==> config.mk <==
export PLATFORM = sky130hd
export DESIGN_NAME = shift_enable_fsm
export DESIGN_NICKNAME = d
export VERILOG_FILES = /design/src/rtl/shift_fsm_pkg.sv /design/src/rtl/sat_down_counter.sv /design/src/rtl/shift_enable_fsm.sv
export SDC_FILE = /design/constraint.sdc
export NUM_CORES = 1
export LEC_CHECK = 0
export ABC_AREA = 0
export BUFFER_PORTS_ARGS = -buffer_cell sky130_fd_sc_hd__buf_2
export CAP_MARGIN = 5
export CORE_AREA = 2 2 39 41
export CTS_BUF_LIST = sky130_fd_sc_hd__clkbuf_8 sky130_fd_sc_hd__clkbuf_16
export CTS_CLUSTER_DIAMETER = 150
export DETAILED_ROUTE_END_ITERATION = 10
export DIE_AREA = 0 0 41 43
export REMOVE_ABC_BUFFERS = 1
export SLEW_MARGIN = 0
export SYNTH_ARGS = -nofsm -noshare
export SYNTH_HDL_FRONTEND = slang
export SYNTH_SLANG_ARGS = --single-unit
export TNS_END_PERCENT = 20
==> constraint.sdc <==
create_clock -name clk -period 0.8 [get_ports clk]
set_input_delay 0.04 -clock clk [delete_from_list [all_inputs] [get_ports clk]]
set_output_delay 0.04 -clock clk [all_outputs]
set_load 0.01 [all_outputs]
==> src/rtl/shift_fsm_pkg.sv <==
// Shared constants and state type for the one-shot shift-enable generator.
package shift_fsm_pkg;

    localparam int unsigned ENA_CYCLES_DEFAULT = 4;
    localparam int unsigned STATE_W = $clog2(ENA_CYCLES_DEFAULT + 1);

    // Encodes to 0..4; codes 5..7 are illegal and decode as StDone.
    typedef enum logic [STATE_W-1:0] {
        StB0,
        StB1,
        StB2,
        StB3,
        StDone
    } state_e;

endpackage

==> src/rtl/sat_down_counter.sv <==
// Saturating down-counter: loads Load on reset and counts to zero.
// active_o is high while the count is in 1..Load.
module sat_down_counter #(
    parameter int unsigned Width = 3,
    parameter int unsigned Load  = 4
) (
    input  logic clk_i,
    input  logic reset_i,
    output logic active_o
);

    localparam logic [Width-1:0] LoadVal = Width'(Load);

    logic [Width-1:0] count_q, count_d;
    logic             in_range;

    always_ff @(posedge clk_i) begin
        if (reset_i) begin
            count_q <= LoadVal;
        end else begin
            count_q <= count_d;
        end
    end

    // Codes above Load cannot occur legally; collapse them to zero (idle).
    assign in_range = (count_q != '0) && (count_q <= LoadVal);

    always_comb begin
        count_d = '0;
        if (in_range) begin
            count_d = count_q - Width'(1);
        end
    end

    assign active_o = in_range;

endmodule

==> src/rtl/shift_enable_fsm.sv <==
// One-shot shift enable: high for ENA_CYCLES cycles after each synchronous reset,
// then low until the next reset. Output is decoded from registered state only.
module shift_enable_fsm
    import shift_fsm_pkg::*;
#(
    parameter int unsigned ENA_CYCLES = ENA_CYCLES_DEFAULT
) (
    input  logic clk,
    input  logic reset,
    output logic shift_ena
);

    if (ENA_CYCLES == ENA_CYCLES_DEFAULT) begin : g_enum
        state_e state_q, state_d;

        always_ff @(posedge clk) begin
            if (reset) begin
                state_q <= StB0;
            end else begin
                state_q <= state_d;
            end
        end

        always_comb begin
            state_d = StDone;
            case (state_q)
                StB0:    state_d = StB1;
                StB1:    state_d = StB2;
                StB2:    state_d = StB3;
                StB3:    state_d = StDone;
                default: state_d = StDone;
            endcase
        end

        always_comb begin
            shift_ena = 1'b0;
            case (state_q)
                StB0, StB1, StB2, StB3: shift_ena = 1'b1;
                default:                shift_ena = 1'b0;
            endcase
        end
    end else begin : g_cnt
        // Non-default lengths use the counter encoding; timing matches the enum FSM.
        localparam int unsigned CntW = $clog2(ENA_CYCLES + 1);

        logic active;

        sat_down_counter #(
            .Width (CntW),
            .Load  (ENA_CYCLES)
        ) u_cnt (
            .clk_i    (clk),
            .reset_i  (reset),
            .active_o (active)
        );

        assign shift_ena = active;
    end

endmodule

After elaboration in Yosys (flattened, before gate mapping)
Index checks and enable logic that the tools add are counted.

Reduce and logical (&&, ||, !) cells: 2. Bitwise operators: 0. Magnitude comparators: 0. Shifts and indexed selects: 0. Add/sub/neg operators: 0. Divide/modulo/power cells: 0. Multipliers: 0. Eq/ne operators: 3. Mux-type cells: 2.

Operators by type and width (count): 3-bit case mux with 3 select lines (1); 3-bit by 2-bit == test with 1-bit output, second input constant (2); 4-bit OR reduction (1); 3-bit by 1-bit == test with 1-bit output, second input constant (1); 3-bit zero test (1); 1-bit 2-to-1 mux (1).

RAM bits: 0. Bits in read-only memories: 0. Bits in latches: 0. Flip-flop bits (word level): 3. Word-level logic and storage cells: 8. Bits of input ports: 2. Memories: 0. Output and inout bits: 1.

Depth between registers and ports, before layout
Gate-level depths: netlist of run 1.

Depth after elaboration: 3. Depth in mapped cells: 2. Gate-level depth less buffers: 2.

Worst setup path before layout of run 1
Ideal clock, no wire load.

Path kind: flip-flop to flip-flop. Start point: register g_enum.state_q[0]. End point: register g_enum.state_q[1]. Setup slack: 161 ps. Arrival: 521 ps. Cell stages (with the launch flop): 3. Clock period less this slack: 639 ps. Path buffers: 0. Required time: 682 ps. Cell sequence: dfxtp_1 xnor2_1 nor3_2.

Cells in the longest elaborated chain, start to end: 2. Elaborated cells on any way between the ends: 4.

Ends and longest elaborated chain: start: declaration (RTL line shift_enable_fsm.sv:14) `state_e state_q, state_d;`; start signal: assignment (RTL line shift_enable_fsm.sv:18) `state_q <= StB0;`; start signal: assignment (RTL line shift_enable_fsm.sv:20) `state_q <= state_d;`; 3-bit by 2-bit == test with 1-bit output (tied with other cells) (RTL line shift_enable_fsm.sv:26) `case (state_q)`; 3-bit case mux with 3 select lines (*) (RTL line shift_enable_fsm.sv:26).

Every way passes the cells marked *; elsewhere a longest branch is shown, timed or not. A chain may end at the register's enable or synchronous reset.

Worst setup path after layout of run 1
Start point: register g_enum.state_q[2]. End point: output shift_ena.

Cells in the longest elaborated chain, start to end: 3. Elaborated cells on any way between the ends: 6.

Ends and longest elaborated chain: 3-bit by 1-bit == test with 1-bit output (tied with other cells) (RTL line shift_enable_fsm.sv:37) `case (state_q)`; 4-bit OR reduction (*) (RTL line shift_enable_fsm.sv:37); 1-bit 2-to-1 mux (*) (RTL line shift_enable_fsm.sv:37); end: declaration (RTL line shift_enable_fsm.sv:10) `output logic shift_ena`.

Marked as above.

==> flow_summary.yaml, run 1 <==
synth:
  avgSynthCellArea_um2: 10.7
  ys_seq_area_frac: 0.623
  yosysUniqueCellTypes: 7
  syn_inst: 9
  synth_seq_cells: 3
  synth_warnings: 0
  post-synth-top-area-fraction: 0.623
  syn_area_um2: 96.3
  yosysTopAreaCell: "dfxtp_1"
  ys_top_cells_by_area: "dfxtp_1 62%, nor3_2 10%, xnor2_1 9.1%"
worst_setup_path:
  cpMaxStageDelayCell: "dfxtp_4"
  crit_path_end_kind: "primary output"
  crit_chain: "inv_1 -> buf_2"
  path_max_fanout: 4
  criticalPathCategory: "reg -> out"
  cp.required_ps: 760
  slowest_delay_ps: 340
  crit_arrival_ps: 720
  crit_path_start_kind: "flop"
route:
  wl_um: 188
  drc: 0
  ant_nets: 0
  avgRoutedWirePerCell_um: 6.06
  drtIter0Drc: 2
  dr.pass1.iters: 2
  num_vias: 83
  vias_per_cell: 2.68
global_route:
  grt_antenna_before_repair: 0
  grt_overflow_total: 0
  grt_pass1_wl_um: 282
  grt_pass1_vias: 87
  grt_usage: 0.0341
  grt_start_max_net_pins: 5
finish:
  fin_cells: 31
  final_common_cell: "clkbuf_8"
  layout-drive-gt1-share: 0.467
  largest_reg_flops: 3
  largestRegisters: "g_enum.state_q x3"
  regMostFlops: "g_enum.state_q"
  diodes: 0
  layout_common_cells: "3 x clkbuf_8, 2 x inv_1, 2 x dfxtp_1, 2 x buf_2"
  layout.nets: 18
  syn_to_final_growth_pct: 81.8
placed_design:
  numPlacedInstances: 27
  gp_congestion: 0.487
  io_buffers: 2
run:
  drv_cap: 0
clocking:
  cts_setup_buffers: 0
  htreeDepth: 1
  numCtsBuffers: 3
  cts_sinks: 3
  cts_buffer_depth: 2
  clock_latency_ps: 220
  hold_buffers: 0
  cts-root-buf: "clkbuf_8"
  clk_pin_slew_worst_paths_ps: 30
  cts_tree: "built"
floorplan:
  die_height_um: 43
  initial_core_util: 0.0696
  coreArea_um2: 1380
  ioPinCount: 3
  dieArea_um2: 1760
  row_count: 14
  die_w_um: 41
sta:
  hold_violations: 0
  min_period_ps: 759
  whs_ps: 19.1
  tightest_slew_ps: 165
  clock.fmax_ghz: 1.32
  slew_violations: 0
  relSlewSlack: 0.889
  finalClockSkew_ps: 0.670
  final-setup-viol-count: 0
  period_share: 0.949
  rsz0062_at_grt: "false"
  tns_ps: 0
min_path:
  hold_class: "in -> reg"
power_and_ir_drop:
  p_per_area_nw_per_um2: 3690
  peakVddDrop_uv: 397
  p_leak_nw: 0.0685
run_status:
  outcome: "complete, no violations"
-- metal layers --
metal | track usage | vias up | share of wire
met5 | 0 | - | 0
met3 | 0.0471 | 2 | 0.21
met4 | 0.0600 | 0 | 0.096
met1 | 0.0289 | 34 | 0.33
met2 | 0.0219 | 6 | 0.36
li1 | - | 41 | -
-- logic make-up (layout without fill, tap and decap cells) --
logic type / after synthesis / count (layout) / synth area share
XOR/XNOR: 1 / 1 / 0.0909
AND/OR/NAND/NOR: 3 / 3 / 0.195
flip-flops: 3 / 3 / 0.623
buffers and inverters: 1 / 7 / 0.0389
AO/OA/AOI/OAI: 1 / 1 / 0.0519
-- worst paths after layout --
| check | startpoint | endpoint | slack, ps | depth (start not counted) |
|---|---|---|---|---|
| setup / recovery | g_enum.state_q[2] | shift_ena | 40 | 2 |
| hold reg to reg | g_enum.state_q[2] | g_enum.state_q[1] | 430 | 1 |
| setup reg to reg | g_enum.state_q[0] | g_enum.state_q[1] | 130 | 2 |
| hold / removal | reset | g_enum.state_q[2] | 20 | 2 |
-- power by group --
group,internal [mW],total [mW],switching (mW)
clock network,0.327,0.427,0.101
logic,0.0205,0.0375,0.0170
registers,0.168,0.182,0.0138
total,0.515,0.646,0.131
-- per-stage QoR --
stage	power [mW]	setup WS, ps	area (um2)	util
after global routing	0.671	8.88	175	0.127
after CTS	0.665	28.0	173	0.125
final	0.646	40.6	175	0.127
after floorplan	0.209	161	96.3	-
after detailed placement	0.223	123	126	0.0913
after global placement	0.221	142	126	0.0913
-- critical path: cells and delay by family (launching register included) --
kind	cells	cell delay (ps)
DFF	1	340
buffers and inverters	2	160
-- Yosys cell counts (all sizes together) --
master	count
dfxtp	3
nor2	1
inv	1
nor3	2
xnor2	1
a21oi	1
-- what timing repair did --
action / CTS / global route
endpoints found under the hold margin: 0 / 0
setup endpoints to repair: 1 / 1
gates resized for setup: 1 / 1
-- final cells by class --
class	count	area [um2]
multi-input combinational	5	32.5
sequential	3	63.8
tap	16	20.0
timing repair buffer	2	10.0
inverter	1	3.75
fill	157	1210
clock inverter	1	3.75
clock buffer	3	41.3
(Power assumes the default switching activity.)
==> run 2: changes to the inputs <==
Settings changed: BUFFER_PORTS_ARGS -buffer_cell sky130_fd_sc_hd__buf_2 to not set, DONT_BUFFER_PORTS set to 1.
==> flow_summary.yaml, run 2 (synthesized netlist as in run 1, its figures left out) <==
run_status:
  outcome: "complete, no violations"
placed_design:
  io_buffers: 0
  placed_cell_area_um2: 116
  numPlacedInstances: 25
  gp_congestion: 0.423
  pre_cts_ws_ps: 137
  dp_hpwl_um: 113
clocking:
  cts_tree: "built"
  numCtsBuffers: 3
  cts-root-buf: "clkbuf_8"
  cts_setup_buffers: 0
  htreeDepth: 1
  cts_buffer_depth: 2
  hold_buffers: 1
  cts_sinks: 3
  clock_latency_ps: 210
  clk_pin_slew_worst_paths_ps: 30
  post_cts_resized: 0
worst_setup_path:
  critical_path_depth: 1
  cpMaxStageDelayCell: "dfxtp_1"
  crit_arrival_ps: 680
  endpoint: "shift_ena"
  critPathLaunch: "g_enum.state_q[2]"
  crit_chain: "inv_1"
  crit_path_start_kind: "flop"
  reg2reg_to: "g_enum.state_q[1]"
  crit_path_end_kind: "primary output"
  reg2reg_from: "g_enum.state_q[0]"
  path_max_fanout: 4
  reg2regPathDepth: 2
  crit_buf_inv: 1
  criticalPathCategory: "reg -> out"
  worst_path_dominant_cell_family: "flip-flops"
  r2r_slack_ps: 140
  slowest_delay_ps: 370
  cp.required_ps: 760
route:
  ant_nets: 0
  dr.pass1.iters: 1
  wl_um: 182
  vias_per_cell: 2.43
  drtIter0Drc: 0
  num_vias: 73
  drc: 0
  avgRoutedWirePerCell_um: 6.07
finish:
  final_core_utilization: 0.124
  regMostFlops: "g_enum.state_q"
  layout_common_cells: "3 x clkbuf_8, 3 x dfxtp_1, 2 x inv_1"
  largestRegisters: "g_enum.state_q x3"
  layout-drive-gt1-share: 0.286
  diodes: 0
  fin_area_um2: 171
  fin_cells: 30
  layout.nets: 17
  syn_to_final_growth_pct: 77.9
  largest_reg_flops: 3
sta:
  clock.fmax_ghz: 1.39
  rsz0062_at_grt: "false"
  relSlewSlack: 0.892
  final-setup-viol-count: 0
  whs_ps: 460
  slew_violations: 0
  finalClockSkew_ps: 1.88
  period_share: 0.896
  fin_ws_ps: 83.1
  min_period_ps: 717
  tightest_slew_ps: 161
  hold_violations: 0
  tns_ps: 0
min_path:
  hold_class: "reg -> reg"
floorplan:
  dieArea_um2: 1760
  initial_core_util: 0.0696
  row_count: 14
  die_height_um: 43
  ioPinCount: 3
  die_w_um: 41
  coreArea_um2: 1380
power_and_ir_drop:
  peakVddDrop_uv: 556
  p_per_area_nw_per_um2: 3720
  p_leak_nw: 0.0656
  p_total_mw: 0.637
global_route:
  grt_antenna_before_repair: 0
  grt_pass1_vias: 79
  grt_usage: 0.0350
  grt_start_max_net_pins: 5
  grt_pass1_wl_um: 255
  grt_overflow_total: 0
run:
  drv_cap: 0
-- run 2: changes by cell type in the layout (fill, tap and decap cells not counted) --
| cell | change |
|---|---|
| dfxtp_1 | +1 |
| buf_2 | -2 |
| dfxtp_4 | -1 |
| dlygate4sd3_1 | +1 |
-- run 2: where the power goes --
part / internal (mW) / leakage (nW) / switching, mW
combinational: 0.0196 / 0.0139 / 0.0156
sequential: 0.168 / 0.0248 / 0.0138
clock: 0.326 / 0.0269 / 0.0935
total: 0.514 / 0.0656 / 0.123
-- run 2: layout make-up --
type                       count  area [um2]
timing repair buffer           1        10.0
inverter                       1        3.75
clock buffer                   3        41.3
tap                           16        20.0
clock inverter                 1        3.75
sequential                     3        60.1
fill                         159        1210
multi-input combinational      5        32.5
-- run 2: how the worst min path moves through the flow --
stage,cells past startpoint,start,endpoint
CTS,1,g_enum.state_q[0],g_enum.state_q[0]
finish,1,g_enum.state_q[0],g_enum.state_q[0]
detailed placement,1,reset,g_enum.state_q[1]
global route,1,g_enum.state_q[0],g_enum.state_q[0]
global placement,1,reset,g_enum.state_q[1]
floorplan,1,reset,g_enum.state_q[1]
-- run 2: layer usage --
layer  track usage  up-vias  part of all wire
li1              -       38                 -
met1        0.0127       30              0.41
met2        0.0313        5              0.37
met3        0.0942        0              0.22
met4        0.0200        0                 0
met5             0        -                 0
